**src/rtl/fifo_stage.sv**
```systemverilog
// fifo_stage
// First-word-fall-through FIFO that feeds the data input of a SIZE-bit
// flip-flop stage. The head entry is always presented on data_o, so the
// downstream register can sample it on any clock edge.
//
// Ports:
//   clk          system clock, all state changes on the rising edge
//   reset_i      asynchronous, active-high reset
//   write_i      push request, data_i is enqueued when the FIFO is not full
//   data_i       push data (SIZE bits)
//   read_i       pop request, head is removed when the FIFO is not empty
//   data_o       head entry, or 0 while empty
//   full_o       count_o == DEPTH
//   empty_o      count_o == 0
//   count_o      occupancy, 0..DEPTH
//   overflow_o   one-cycle strobe: a write was rejected on the previous edge
//   underflow_o  one-cycle strobe: a read was rejected on the previous edge
module fifo_stage #(
  parameter int SIZE  = 1,
  parameter int DEPTH = 4
) (
  input  logic                     clk,
  input  logic                     reset_i,
  input  logic                     write_i,
  input  logic [SIZE-1:0]          data_i,
  input  logic                     read_i,
  output logic [SIZE-1:0]          data_o,
  output logic                     full_o,
  output logic                     empty_o,
  output logic [$clog2(DEPTH):0]   count_o,
  output logic                     overflow_o,
  output logic                     underflow_o
);

  localparam int PW = $clog2(DEPTH);
  localparam int CW = PW + 1;

  logic [SIZE-1:0] mem [DEPTH];
  logic [PW-1:0]   wr_ptr;
  logic [PW-1:0]   rd_ptr;
  logic [CW-1:0]   count_q;
  logic            write_accept;
  logic            read_accept;

  // Status flags come only from the registered count, so there is no
  // combinational path from the request inputs to full/empty.
  assign full_o  = (count_q == CW'(DEPTH));
  assign empty_o = (count_q == '0);
  assign count_o = count_q;

  // Requests are judged against the state held before the edge. A full
  // FIFO never bypasses a write through a read, and an empty FIFO never
  // lets a read fall through to the data being written.
  assign write_accept = write_i && !full_o;
  assign read_accept  = read_i && !empty_o;

  // Head is gated while empty so stale or uninitialised storage never leaks.
  assign data_o = empty_o ? '0 : mem[rd_ptr];

  // Storage is intentionally not reset; the empty gate above hides it.
  always_ff @(posedge clk) begin
    if (write_accept) begin
      mem[wr_ptr] <= data_i;
    end
  end

  // Pointers wrap naturally because DEPTH is a power of two.
  always_ff @(posedge clk or posedge reset_i) begin
    if (reset_i) begin
      wr_ptr <= '0;
      rd_ptr <= '0;
    end else begin
      if (write_accept) begin
        wr_ptr <= wr_ptr + PW'(1);
      end
      if (read_accept) begin
        rd_ptr <= rd_ptr + PW'(1);
      end
    end
  end

  // Occupancy tracks the net effect of the accepted operations.
  always_ff @(posedge clk or posedge reset_i) begin
    if (reset_i) begin
      count_q <= '0;
    end else begin
      case ({write_accept, read_accept})
        2'b10:   count_q <= count_q + CW'(1);
        2'b01:   count_q <= count_q - CW'(1);
        default: count_q <= count_q;
      endcase
    end
  end

  // Error strobes are re-evaluated every edge, so each one lasts exactly
  // one cycle unless the rejected request is repeated.
  always_ff @(posedge clk or posedge reset_i) begin
    if (reset_i) begin
      overflow_o  <= 1'b0;
      underflow_o <= 1'b0;
    end else begin
      overflow_o  <= write_i && full_o;
      underflow_o <= read_i && empty_o;
    end
  end

endmodule

```
**config.mk**
```make
export PLATFORM = sky130hd
export DESIGN_NAME = fifo_stage
export DESIGN_NICKNAME = d
export VERILOG_FILES = /design/src/rtl/fifo_stage.sv
export SDC_FILE = /design/constraint.sdc
export NUM_CORES = 1
export LEC_CHECK = 0
export CORE_MARGIN = 2
export CORE_UTILIZATION = 48
export CTS_BUF_LIST = sky130_fd_sc_hd__clkbuf_4 sky130_fd_sc_hd__clkbuf_8 sky130_fd_sc_hd__clkbuf_16
export DETAILED_ROUTE_END_ITERATION = 7
export HOLD_SLACK_MARGIN = 0.03
export PLACE_DENSITY = 0.75
export SLEW_MARGIN = 25
export SYNTH_ARGS = -nofsm -noshare
export SYNTH_HDL_FRONTEND = slang
export SYNTH_SLANG_ARGS = --single-unit
```
**constraint.sdc**
```tcl
create_clock -name clk -period 2.22 [get_ports clk]
set_input_delay 0.666 -clock clk [delete_from_list [all_inputs] [get_ports clk]]
set_output_delay 0.666 -clock clk [all_outputs]
set_load 0.02 [all_outputs]
```
# Yosys cells after proc, flatten, opt, wreduce, memory -nomap -nowiden
# Memory sizes are Yosys's and may differ from the RTL's.
# Cells that the tools add are included.
# op_classes
n_addsub,4
mul,0
n_div,0
n_lt_le_gt_ge,0
n_eq_ne,3
n_shift,0
muxes,4
bitwise,0
n_reduce_logical,8
# ops
cell,n
$pmux W3 S2,1
$add A2 B1 Y2 const B,2
$logic_and A1 B1 Y1,4
$add A3 B1 Y3 const B,1
$eq A3 B3 Y1 const B,1
$logic_not A3 Y1,1
$mux W1,3
$sub A3 B1 Y3 const B,1
$eq A2 B1 Y1 const B,1
$eq A2 B2 Y1 const B,1
$logic_not A1 Y1,2
$reduce_bool A2 Y1,1
# totals
reg_bits,9
latchBits,0
ramBits,4
rom_bits,0
mem_count,1
# mem_list
memory,depth,width,read_ports,rd_clocked_by_memory_dff,wr,line_no,rtl
mem,4,1,1,0,1,38,logic [SIZE-1:0] mem [DEPTH];

# Longest topological paths before layout
# logic_depth
ltp_word,5
mapped_depth,9

# Worst setup path before layout
# OpenSTA, ideal clock, no wires.
# synth_path
path_kind,reg-to-reg
start,"register count_q[0], in the netlist count_o[0]"
end,"register count_q[2], in the netlist count_o[2]"
setup_ns,0.080
arrival_time_ns,2.035
t_required_ns,2.140
path_slack_ns,0.105
stages_incl_launch_ff,10
path_buffers,0
period_less_slack_ns,2.115
path_cell_list,dfrtp_1 nor3b_4 nor2b_4 inv_1 ha_1 inv_1 fa_1 xor2_1 nor2_1 xor2_1
# synth_via
elab_chain_cells,5
word_cells_on_any_way,12
# synth_lines
item,line_no,rtl
from (decl),41,logic [CW-1:0] count_q;
from (signal assigned),88,2'b10: count_q <= count_q + CW'(1);
from (signal assigned),89,2'b01: count_q <= count_q - CW'(1);
from (signal assigned),90,default: count_q <= count_q;
$eq A3 B3 Y1 *,47,assign full_o = (count_q == CW'(DEPTH));
via full_o,28,"output logic full_o,"
$logic_not A1 Y1 *,54,assign write_accept = write_i && !full_o;
$logic_and A1 B1 Y1 *,54,
$eq A2 B1 Y1 or $eq A2 B2 Y1 (tied branches),87,"case ({write_accept, read_accept})"
$pmux W3 S2 or $reduce_bool A2 Y1 (tied branches),n/a,
# The timed path passes the listed nets; every way through them passes the cells marked *.
# A chain may end at the register's enable or synchronous reset.

# Final worst setup path
# layout_path
start,register rd_ptr[0]
end,output port data_o
# layout_via
elab_chain_cells,2
# layout_lines
item,line_no,rtl
from (decl),40,logic [PW-1:0] rd_ptr;
from (signal assigned),77,rd_ptr <= rd_ptr + PW'(1);
$mem_v2 Z4 W1,n/a,
$mux W1,58,assign data_o = empty_o ? '0 : mem[rd_ptr];
to (decl),27,"output logic [SIZE-1:0] data_o,"
# No other way between the ends.

==> run summary <==
The flow ran to the end, and the final reports show no timing, DRC or antenna violations. The synthesized area divided by synthesized cell count came out at 13.7 um^2. In the final layout, the share of cells above drive strength 1 is 32.4%.

The Yosys step of the flow raised 0 warnings. VDD sags by at most 0.799 mV. The die covers 0.00169 mm^2.

The number of buffers created by CTS came out at 3. Buffers inserted to repair hold after CTS numbered 0. The synthesized netlist contains 19 unique library cells. The average routed wire per standard cell is 11.5 um. The simple-gate share of the synthesized area is 14.4%. The minimum period implied by the final worst setup slack came out at 2.12 ns. During placement, the flow inserted port buffers numbering 12.

In this run, the number of DRC markers left after iteration 0 of detailed routing was 5. The number of antenna diodes in the final layout is 0. Excluding fillers, the count of instances in the completed layout stands at 86. The transition time at the pin with the least slew margin came out at 0.361 ns. At the later pin of the worst-skew pair, clock insertion delay measures 0.27 ns. STA classifies the critical path endpoint as a primary output. The tool flagged a number of max-cap violations equal to 0. The clock tree buffer depth came out at 2. The detailed-routing iteration count for the pre-antenna-repair pass is 2.

The cell at the root of the clock tree is sky130_fd_sc_hd__clkbuf_4. The number of fill cells is 95. By area the synthesized netlist is led by sky130_fd_sc_hd__dfrtp_1 (34%), sky130_fd_sc_hd__edfxtp_1 (18%), sky130_fd_sc_hd__ha_1 (9.5%), sky130_fd_sc_hd__and2_2 (5.7%), sky130_fd_sc_hd__inv_1 (4.0%). The startpoint identified for the worst hold timing path is rd_ptr[1]. The number of failing hold endpoints at the final stage is 0. The adder-cell share of the synthesized area is 12.5%. Clock-pin slew was measured on the worst setup and hold paths at 0.07 ns. The number of setup violations in the final report came out at 0. The floorplan has 13 rows.

Buffers added to address setup during post-CTS repair amount to 0. Overall power consumption after layout is estimated at 1.20 mW. The horizontal extent of the die is 41.1 um. The number of global-route vias before repair is 384. The sequential fraction of the synthesis area came out at 52.4%. The reg-to-reg critical path startpoint is count_o[0]. The largest net degree at the start of global routing is 10. The largest fanout on the critical path came out at 2. The setup skew after layout is 0.00403 ns. Summing the areas of all xor and xnor instances in the mapped netlist gives 7.97% of the synthesized area.

Wires add up to 989 um. Setup repair after global routing left no endpoint under its margin. The post-route antenna net violation count is 0.

The global router's overall resource usage came out at 16.3%. The total area inside the core boundary comes to 0.00128 mm^2. Counting every sink on the clock net gives 13.

The fraction of the mapped netlist area in compound gates came out at 1.52%. The routing layer with the top usage in global route is met2. The placed cell count came out at 82. The post-synthesis to final-layout area growth came out at 33.4%.

Counting every net in the synthesized netlist gives 59. The number of antenna violations at the first check in global routing came out at 0. Based on the critical path, the design can be clocked at up to 472 MHz. The number of nets in the layout came out at 83.

The critical path data required time came out at 1.55 ns. The area of the mapped netlist came out at 659 um^2. Global routing used 17.9% of the available met1 tracks. The main combinational cell family by area after synthesis is simple AND/OR/NAND/NOR gates. In the synthesized netlist, mux cells make up 7.21% of the area. TritonCTS built the clock tree. Summed over all instances, the cell type with the most area after synthesis is sky130_fd_sc_hd__dfrtp_1.

The met2 track demand over resource is 25.0%. In this run the count of I/O pins placed on the die edge is 13. The number of pins exceeding their max-slew limit in the final report is 0.

The type of the tightest min-delay check is flip-flop to flip-flop. The wire length of the first global-routing pass is 1.61 mm. The data arrival time at the worst-slack endpoint came out at 1.45 ns. The type of element launching the critical path is a flip-flop. The fraction of synthesized cell area taken by the top area cell type is 34.2%. The ratio of routed vias to standard cells is 4.71. The via count is 405. The die height came out at 41.1 um. The path type of the worst setup path is flip-flop to primary output. The effective utilization at floorplan is 51.3%. The synthesized design contains 13 register bits. The most critical setup path has its startpoint at rd_ptr[0]. The remaining design rule violation count came out at 0.

The max-slew headroom at the worst pin is 75.9%. The cell count after synthesis is 48. The aggregate global routing overflow is 0. The minimum hold slack came out at 0.499 ns.

The met3 usage is 8.15%. The placer's final routability congestion estimate is 0.681. Summed over all cells, the static leakage comes to 0.417 nW. The final worst-path cycle share is 95.4%. The number of levels the H-tree was split into is 1. The power per cell area came out at 1360 mW/mm^2. The wire-length estimate of the detail-placed layout is 818 um.
## worst paths after layout
check	depth (start not counted)	slack (ns)	end
min in group asynchronous	2	0.66	overflow_o
min reg2reg	1	0.50	rd_ptr[1]
max in group asynchronous	2	1.30	underflow_o
max	3	0.10	data_o
max reg2reg	11	0.19	count_o[2]
min	1	0.50	rd_ptr[1]
## critical path, cell delays in order, from the launching register on
cell	delay, ns
sky130_fd_sc_hd__dfrtp_1	0.37
sky130_fd_sc_hd__mux4_2	0.51
sky130_fd_sc_hd__nor2b_1	0.14
sky130_fd_sc_hd__buf_2	0.16
## layout by cell type (no fill, tap or decap), drive strengths merged
master and n:
nor2b 2, nor3 1, nor2 1, and2 6
nand2 1, edfxtp 4, xnor2 3, ha 5
mux2 1, mux4 1, mux2i 1, clkdlybuf4s50 9
dlygate4sd2 2, inv 7, dfrtp 9, o31a 1
buf 8, nor3b 1, xor2 3, clkbuf 4
fa 1
## cells in the mapped netlist (all sizes together)
| library cell | n |
|---|---|
| edfxtp | 4 |
| mux2 | 1 |
| inv | 7 |
| and2 | 6 |
| nor3 | 1 |
| mux4 | 1 |
| nor2b | 2 |
| xnor2 | 3 |
| nor2 | 1 |
| nor3b | 1 |
| xor2 | 3 |
| dfrtp | 9 |
| mux2i | 1 |
| ha | 5 |
| nand2 | 1 |
| o31a | 1 |
| fa | 1 |
## repair_timing
action                                 in CTS  in global routing
resized for setup                           6                  2
endpoints found under the hold margin       0                  0
pin swaps                                   0                  1
setup endpoints to repair                   3                  1
## where the power goes
part	leakage [nW]	switching, mW	internal (mW)
sequential	0.146	0.0836	0.342
combinational	0.253	0.277	0.340
clock	0.0184	0.0721	0.0818
## per-layer routing
layer,vias up,wire [um]
met5,-,0
met4,0,0
met3,0,38
met2,9,536
met1,195,414
li1,201,-
## logic make-up (layout without fill, tap and decap cells)
family,count (synthesis),after routing
DFF,13,13
buffers and inverters,7,30
AOI/OAI and AO/OA,1,1
xor gates and xnor gates,6,6
and+or+nand+nor,12,12
muxes,3,3
adders and majority gates,6,6
## sequential cells by signal, indices dropped and copies added, names as in the netlist
signal	flops
count_o	3
mem	4
wr_ptr	2
overflow_o	1
underflow_o	1
rd_ptr	2
## layout make-up
class / count / area [um^2] / share of cell area (%)
timing repair buffer: 19 / 169 / 19.2
sequential: 13 / 345 / 39.3
clock buffer: 4 / 30.0 / 3.41
multi-input combinational: 28 / 290 / 33.0
inverter: 7 / 26.3 / 2.99
tap: 15 / 18.8 / 2.13
## metrics by stage
stage	cell area (um^2)	TNS, ns	util (%)	setup slack (ns)
after CTS	873	0	68.0	0.0846
after detailed placement	851	-0.182	66.2	-0.168
after global placement	851	-0.146	66.2	-0.146
after global routing	880	0	68.5	0.0168
final	880	0	68.5	0.103
after floorplan	659	0	-	0.105
Power figures use the tool's default switching activity.
